<file path="src/rtl/systolic_pkg.sv">
// Shared constants and types for the systolic multiplier array and its feeder.
package systolic_pkg;
  localparam int DEF_SIZE      = 3;
  localparam int DEF_IN_WIDTH  = 8;
  localparam int DEF_OUT_WIDTH = 2*DEF_IN_WIDTH + $clog2(DEF_SIZE);

  typedef enum logic [2:0] {
    ST_IDLE,
    ST_CLR,
    ST_FEED,
    ST_DRAIN,
    ST_DONE
  } feeder_state_t;

  typedef logic [0:DEF_SIZE-1][DEF_IN_WIDTH-1:0] lane_vec_t;
endpackage

</file>
<file path="src/rtl/systolic_skew_sel.sv">
// Diagonal-window lane selector: lane k carries m[k][t-k] (or m[t-k][k] when transposed).
module systolic_skew_sel #(
  parameter int SIZE     = 3,
  parameter int IN_WIDTH = 8,
  parameter int TW       = $clog2(2*SIZE)
) (
  input  logic [0:SIZE-1][0:SIZE-1][IN_WIDTH-1:0] mat,
  input  logic [TW-1:0]                           t,
  input  logic                                    transpose,
  output logic [0:SIZE-1][IN_WIDTH-1:0]           lanes
);
  // Equality scan keeps every matrix index constant; lanes outside the window stay zero.
  always_comb begin
    lanes = '0;
    for (int k = 0; k < SIZE; k++)
      for (int d = 0; d < SIZE; d++)
        if (int'(t) == k + d)
          lanes[k] = transpose ? mat[d][k] : mat[k][d];
  end
endmodule

</file>
<file path="src/rtl/systolic_feeder.sv">
// Accepts an A/B matrix pair, streams skewed beats into the systolic array and sequences its strobes.
module systolic_feeder
  import systolic_pkg::*;
#(
  parameter int SIZE     = DEF_SIZE,
  parameter int IN_WIDTH = DEF_IN_WIDTH
) (
  input  logic                                    clk,
  input  logic                                    reset,
  input  logic                                    in_valid,
  output logic                                    in_ready,
  input  logic [0:SIZE-1][0:SIZE-1][IN_WIDTH-1:0] a_mat,
  input  logic [0:SIZE-1][0:SIZE-1][IN_WIDTH-1:0] b_mat,
  output logic [0:SIZE-1][IN_WIDTH-1:0]           a_in,
  output logic [0:SIZE-1][IN_WIDTH-1:0]           b_in,
  output logic                                    array_clr,
  output logic                                    load_en,
  output logic                                    mult_en,
  output logic                                    acc_en,
  output logic                                    done,
  output logic                                    busy
);
  localparam int TW = $clog2(2*SIZE);
  localparam logic [TW-1:0] T_FEED_LAST  = TW'(2*SIZE-2);
  localparam logic [TW-1:0] T_DRAIN_LAST = TW'((SIZE > 1) ? SIZE-2 : 0);

  feeder_state_t state, state_nx;
  logic [TW-1:0] t, t_nx;
  logic [0:SIZE-1][0:SIZE-1][IN_WIDTH-1:0] a_q, b_q;
  logic [0:SIZE-1][IN_WIDTH-1:0] a_sel, b_sel;
  logic accept;

  assign accept = in_valid && in_ready;

  always_comb begin
    state_nx = state;
    t_nx     = t;
    case (state)
      ST_IDLE: if (accept) begin
        state_nx = ST_CLR;
        t_nx     = '0;
      end
      ST_CLR: state_nx = ST_FEED;
      ST_FEED: if (t == T_FEED_LAST) begin
        t_nx     = '0;
        state_nx = (SIZE == 1) ? ST_DONE : ST_DRAIN;
      end else begin
        t_nx = t + 1'b1;
      end
      ST_DRAIN: if (t == T_DRAIN_LAST) begin
        t_nx     = '0;
        state_nx = ST_DONE;
      end else begin
        t_nx = t + 1'b1;
      end
      ST_DONE: state_nx = ST_IDLE;
      default: state_nx = ST_IDLE;
    endcase
  end

  // Selectors look at the upcoming beat so the lanes can be registered alongside the state.
  systolic_skew_sel #(.SIZE(SIZE), .IN_WIDTH(IN_WIDTH), .TW(TW)) u_sel_a (
    .mat(a_q), .t(t_nx), .transpose(1'b0), .lanes(a_sel)
  );
  systolic_skew_sel #(.SIZE(SIZE), .IN_WIDTH(IN_WIDTH), .TW(TW)) u_sel_b (
    .mat(b_q), .t(t_nx), .transpose(1'b1), .lanes(b_sel)
  );

  always_ff @(posedge clk) begin
    if (reset) begin
      state     <= ST_IDLE;
      t         <= '0;
      a_q       <= '0;
      b_q       <= '0;
      in_ready  <= 1'b1;
      busy      <= 1'b0;
      done      <= 1'b0;
      array_clr <= 1'b0;
      load_en   <= 1'b0;
      mult_en   <= 1'b0;
      acc_en    <= 1'b0;
      a_in      <= '0;
      b_in      <= '0;
    end else begin
      state <= state_nx;
      t     <= t_nx;
      if (accept) begin
        a_q <= a_mat;
        b_q <= b_mat;
      end
      in_ready  <= (state_nx == ST_IDLE);
      busy      <= (state_nx != ST_IDLE);
      done      <= (state_nx == ST_DONE);
      array_clr <= (state_nx == ST_CLR);
      load_en   <= (state_nx == ST_FEED) || (state_nx == ST_DRAIN);
      mult_en   <= (state_nx == ST_FEED) || (state_nx == ST_DRAIN);
      acc_en    <= (state_nx == ST_FEED) || (state_nx == ST_DRAIN);
      a_in      <= (state_nx == ST_FEED) ? a_sel : '0;
      b_in      <= (state_nx == ST_FEED) ? b_sel : '0;
    end
  end
endmodule

</file>
<file path="config.mk">
export PLATFORM = sky130hd
export DESIGN_NAME = systolic_feeder
export DESIGN_NICKNAME = d
export VERILOG_FILES = /design/src/rtl/systolic_pkg.sv /design/src/rtl/systolic_skew_sel.sv /design/src/rtl/systolic_feeder.sv
export SDC_FILE = /design/constraint.sdc
export NUM_CORES = 1
export LEC_CHECK = 0
export CAP_MARGIN = 0
export CORE_MARGIN = 3
export CORE_UTILIZATION = 30
export DETAILED_ROUTE_END_ITERATION = 12
export DONT_BUFFER_PORTS = 1
export GPL_ROUTABILITY_DRIVEN = 0
export PLACE_DENSITY = 0.54
export REMOVE_ABC_BUFFERS = 1
export SLEW_MARGIN = 20
export SYNTH_ARGS = -nofsm -noshare
export SYNTH_HDL_FRONTEND = slang
export SYNTH_SLANG_ARGS = --single-unit
</file>
<file path="constraint.sdc">
create_clock -name clk -period 3.45 [get_ports clk]
set_input_delay 0.69 -clock clk [delete_from_list [all_inputs] [get_ports clk]]
set_output_delay 0.69 -clock clk [all_outputs]
set_load 0.01 [all_outputs]
</file>
==> impl_metrics.ini <==
[run_status]
status = finished, final reports clean

[cells_and_area]
drive_above_1_share = 0.0893
design_area_um2 = 8780
diodes = 0
instances_no_fill = 1203
post-route-util = 0.346
area_delta_synth_final_pct = 12.1
nets = 1010

[setup_path]
crit_path_max_incr_delay_ns = 0.90
critPathCapture = a_in[20]
critPathLaunchType = register
r2r-start = t[0]
required_ns = 3.90
end_kind = register
reg2reg_slack_ns = 0.57
crit_arrival_ns = 3.33
r2r_cells = 7
critPathLaunch = t[0]
rr_endpoint = a_in[20]
critical_path_class = register to register
cp_slowest_cell = a221oi_4
worstPathCellList = inv_1 -> ha_1 -> nand3b_4 -> nand4_4 -> a221oi_4 -> a221o_1 -> o211a_1
critPathMaxFanout = 18

[power]
internal_power_mw = 4.12
max-vdd-ir-drop_mv = 0.441
p_per_area_nw_per_um2 = 622
power.share.clock = 0.444
seq_power_share = 0.466
swShare = 0.247
power.leakage_nw = 3.35
combPwrFrac = 0.091
power.switching_mw = 1.35

[clock_network]
clk_pin_slew_ns = 0.06
cts_resized = 0
cts_sinks = 203
htree_levels = 1
cts_made_buffers = 24
clk_path_buf_depth = 3
tritoncts = built
cts_setup_buffers = 0
cts_hold_buffers = 0
cts_root_buf = clkbuf_16
clk_latency_ns = 0.51

[detailed_routing]
postRouteAntennaNets = 0
first_pass_iters = 4
avgRoutedWirePerCell_um = 17.6
vias = 5943
drc = 0
totalWireLength_mm = 21.2
dr.first_iter.drc_count = 314
via_per_inst = 4.94

[yosys]
ys_seq_elements = 203
synth_area_leaders = dfxtp_1, nand2_1, a21oi_1, clkbuf_1, o2bb2ai_2
yosysTopAreaCell = dfxtp_1
synth_area_per_cell_um2 = 8.76
synth_edf_count = 0
yosys.area.top_type_share = 0.519
syn-cell-area_um2 = 7840
syn_inst = 895
ys_warn_count = 0
async_flop_share = 0
synthFlopType = dfxtp_1
synth_cell_types = 47
ys_seq_area_frac = 0.519

[floorplan]
die_width_um = 168
core_area_um2 = 25400
dieArea_um2 = 28100
placementRows = 58
dieHeight_um = 168
start_util = 0.309
pin_count = 202

[placement]
dpl.hpwl_mm = 13.5
placed_area_um2 = 8030
io_buffers = 0
place_inst = 1164

[timing]
fmax_ghz = 0.347
hold_violations = 0
period_share = 0.835
finalCriticalPeriod_ns = 2.88
setup_tns_ns = 0
clock_skew_ns = 0.0146
setup_viol = 0
worst-slew-pin-transition_ns = 0.957
drv_slew = 0
slew_headroom = 0.362
rsz0062_at_grt = false

[job]
drv_cap = 0

[worst_hold_path]
min-delay-path-class = primary input to register

[grt]
grt_pass1_vias = 5734
antenna_found_initial = 1
grt-ovfl-total = 0
grt_max_degree = 149
grt_pass1_wl_mm = 33.0
grtUsageTotal = 0.146
## synth_stat cells, types with 2 or more instances
library cell	number
a221o_1	16
nand3b_1	18
dfxtp_1	203
and2_1	2
o2bb2ai_1	6
a22oi_1	17
mux2i_1	16
inv_1	4
a211oi_1	2
nand3_2	2
nor2_1	6
o2bb2ai_2	11
nor3_1	32
buf_2	9
nand2b_1	2
nand2_1	292
ha_1	3
nand3b_4	2
o211a_1	16
clkbuf_1	52
buf_4	6
a21oi_1	149
buf_6	5
## critical path: cells and delay by family, from the launching register on
family | cells | cell delay (ns)
buffers and inverters | 1 | 0.18
AOI/OAI and AO/OA | 3 | 1.32
DFF | 1 | 0.59
and+or+nand+nor | 2 | 0.44
adders and majority gates | 1 | 0.29
## worst min-delay path by stage
stage               slack (ns)  depth (start not counted)      end     from
finish                    0.29                          1  a_q[22]    reset
global placement          0.43                          2  b_q[37]  b_q[37]
floorplan                 0.43                          2  a_q[32]  a_q[32]
global route              0.26                          1  b_q[30]    reset
detailed placement        0.44                          2  a_q[37]  a_q[37]
CTS                       0.25                          1  a_q[22]    reset
## flip-flops by register name, summed over array words and instances (netlist names)
name,flops
done,1
b_in,24
b_q,72
a_in,24
in_ready,1
t,3
a_q,72
busy,1
acc_en,1
state,3
array_clr,1
## final cells by class
type	instances	area (um^2)
fill	2648	16600
timing repair buffer	12	128
multi-input combinational	615	3410
clock buffer	33	696
sequential	203	4060
clock inverter	6	63.8
tap	330	413
inverter	4	15.0
## stage by stage
| stage | setup slack (ns) | power (mW) | hold slack [ns] |
|---|---|---|---|
| after floorplan | -0.165 | 2.95 | 0.425 |
| after global placement | 0.638 | 3.09 | 0.433 |
| after detailed placement | 0.554 | 3.10 | 0.437 |
| after CTS | 0.544 | 5.56 | 0.247 |
| after global routing | 0.383 | 5.73 | 0.262 |
| final | 0.568 | 5.47 | 0.291 |
## layout by cell type (no fill, tap or decap), types with 2 or more instances in the layout
cell / count
nor3_1: 32
buf_4: 9
dfxtp_1: 203
a21oi_1: 149
o2bb2ai_1: 6
nand3b_4: 2
nand2_1: 291
a211oi_1: 2
nand3_2: 2
nor2_1: 6
clkbuf_16: 25
inv_1: 4
clkbuf_8: 4
a22oi_1: 17
nand2b_1: 2
o2bb2ai_2: 11
ha_1: 3
nand3b_1: 18
buf_12: 3
clkinvlp_4: 2
a221o_1: 16
clkbuf_1: 4
o211a_1: 16
mux2i_1: 16
clkinv_2: 2
## power groups by stage
stage | clock, mW | sequential (mW) | combinational, mW
floorplan | 0 | 2.58 | 0.370
global placement | 0 | 2.59 | 0.499
detailed placement | 0 | 2.60 | 0.508
CTS | 2.50 | 2.55 | 0.510
global route | 2.60 | 2.56 | 0.566
finish | 2.43 | 2.54 | 0.497
## kinds of logic after synthesis
logic type | after synthesis | share of synthesized area
fa+ha+maj | 3 | 0.00479
simple gates | 371 | 0.210
mux | 16 | 0.0204
buf+inv | 77 | 0.0481
compound gates | 225 | 0.198
flops | 203 | 0.519
## metal layers
metal,up-vias,track usage,routed length (um)
li1,2988,-,-
met1,2758,0.191,9380
met2,157,0.237,10000
met3,38,0.0361,1230
met4,2,0.0455,557
met5,-,0,17
No activity file was read; power rests on OpenSTA's default activity.
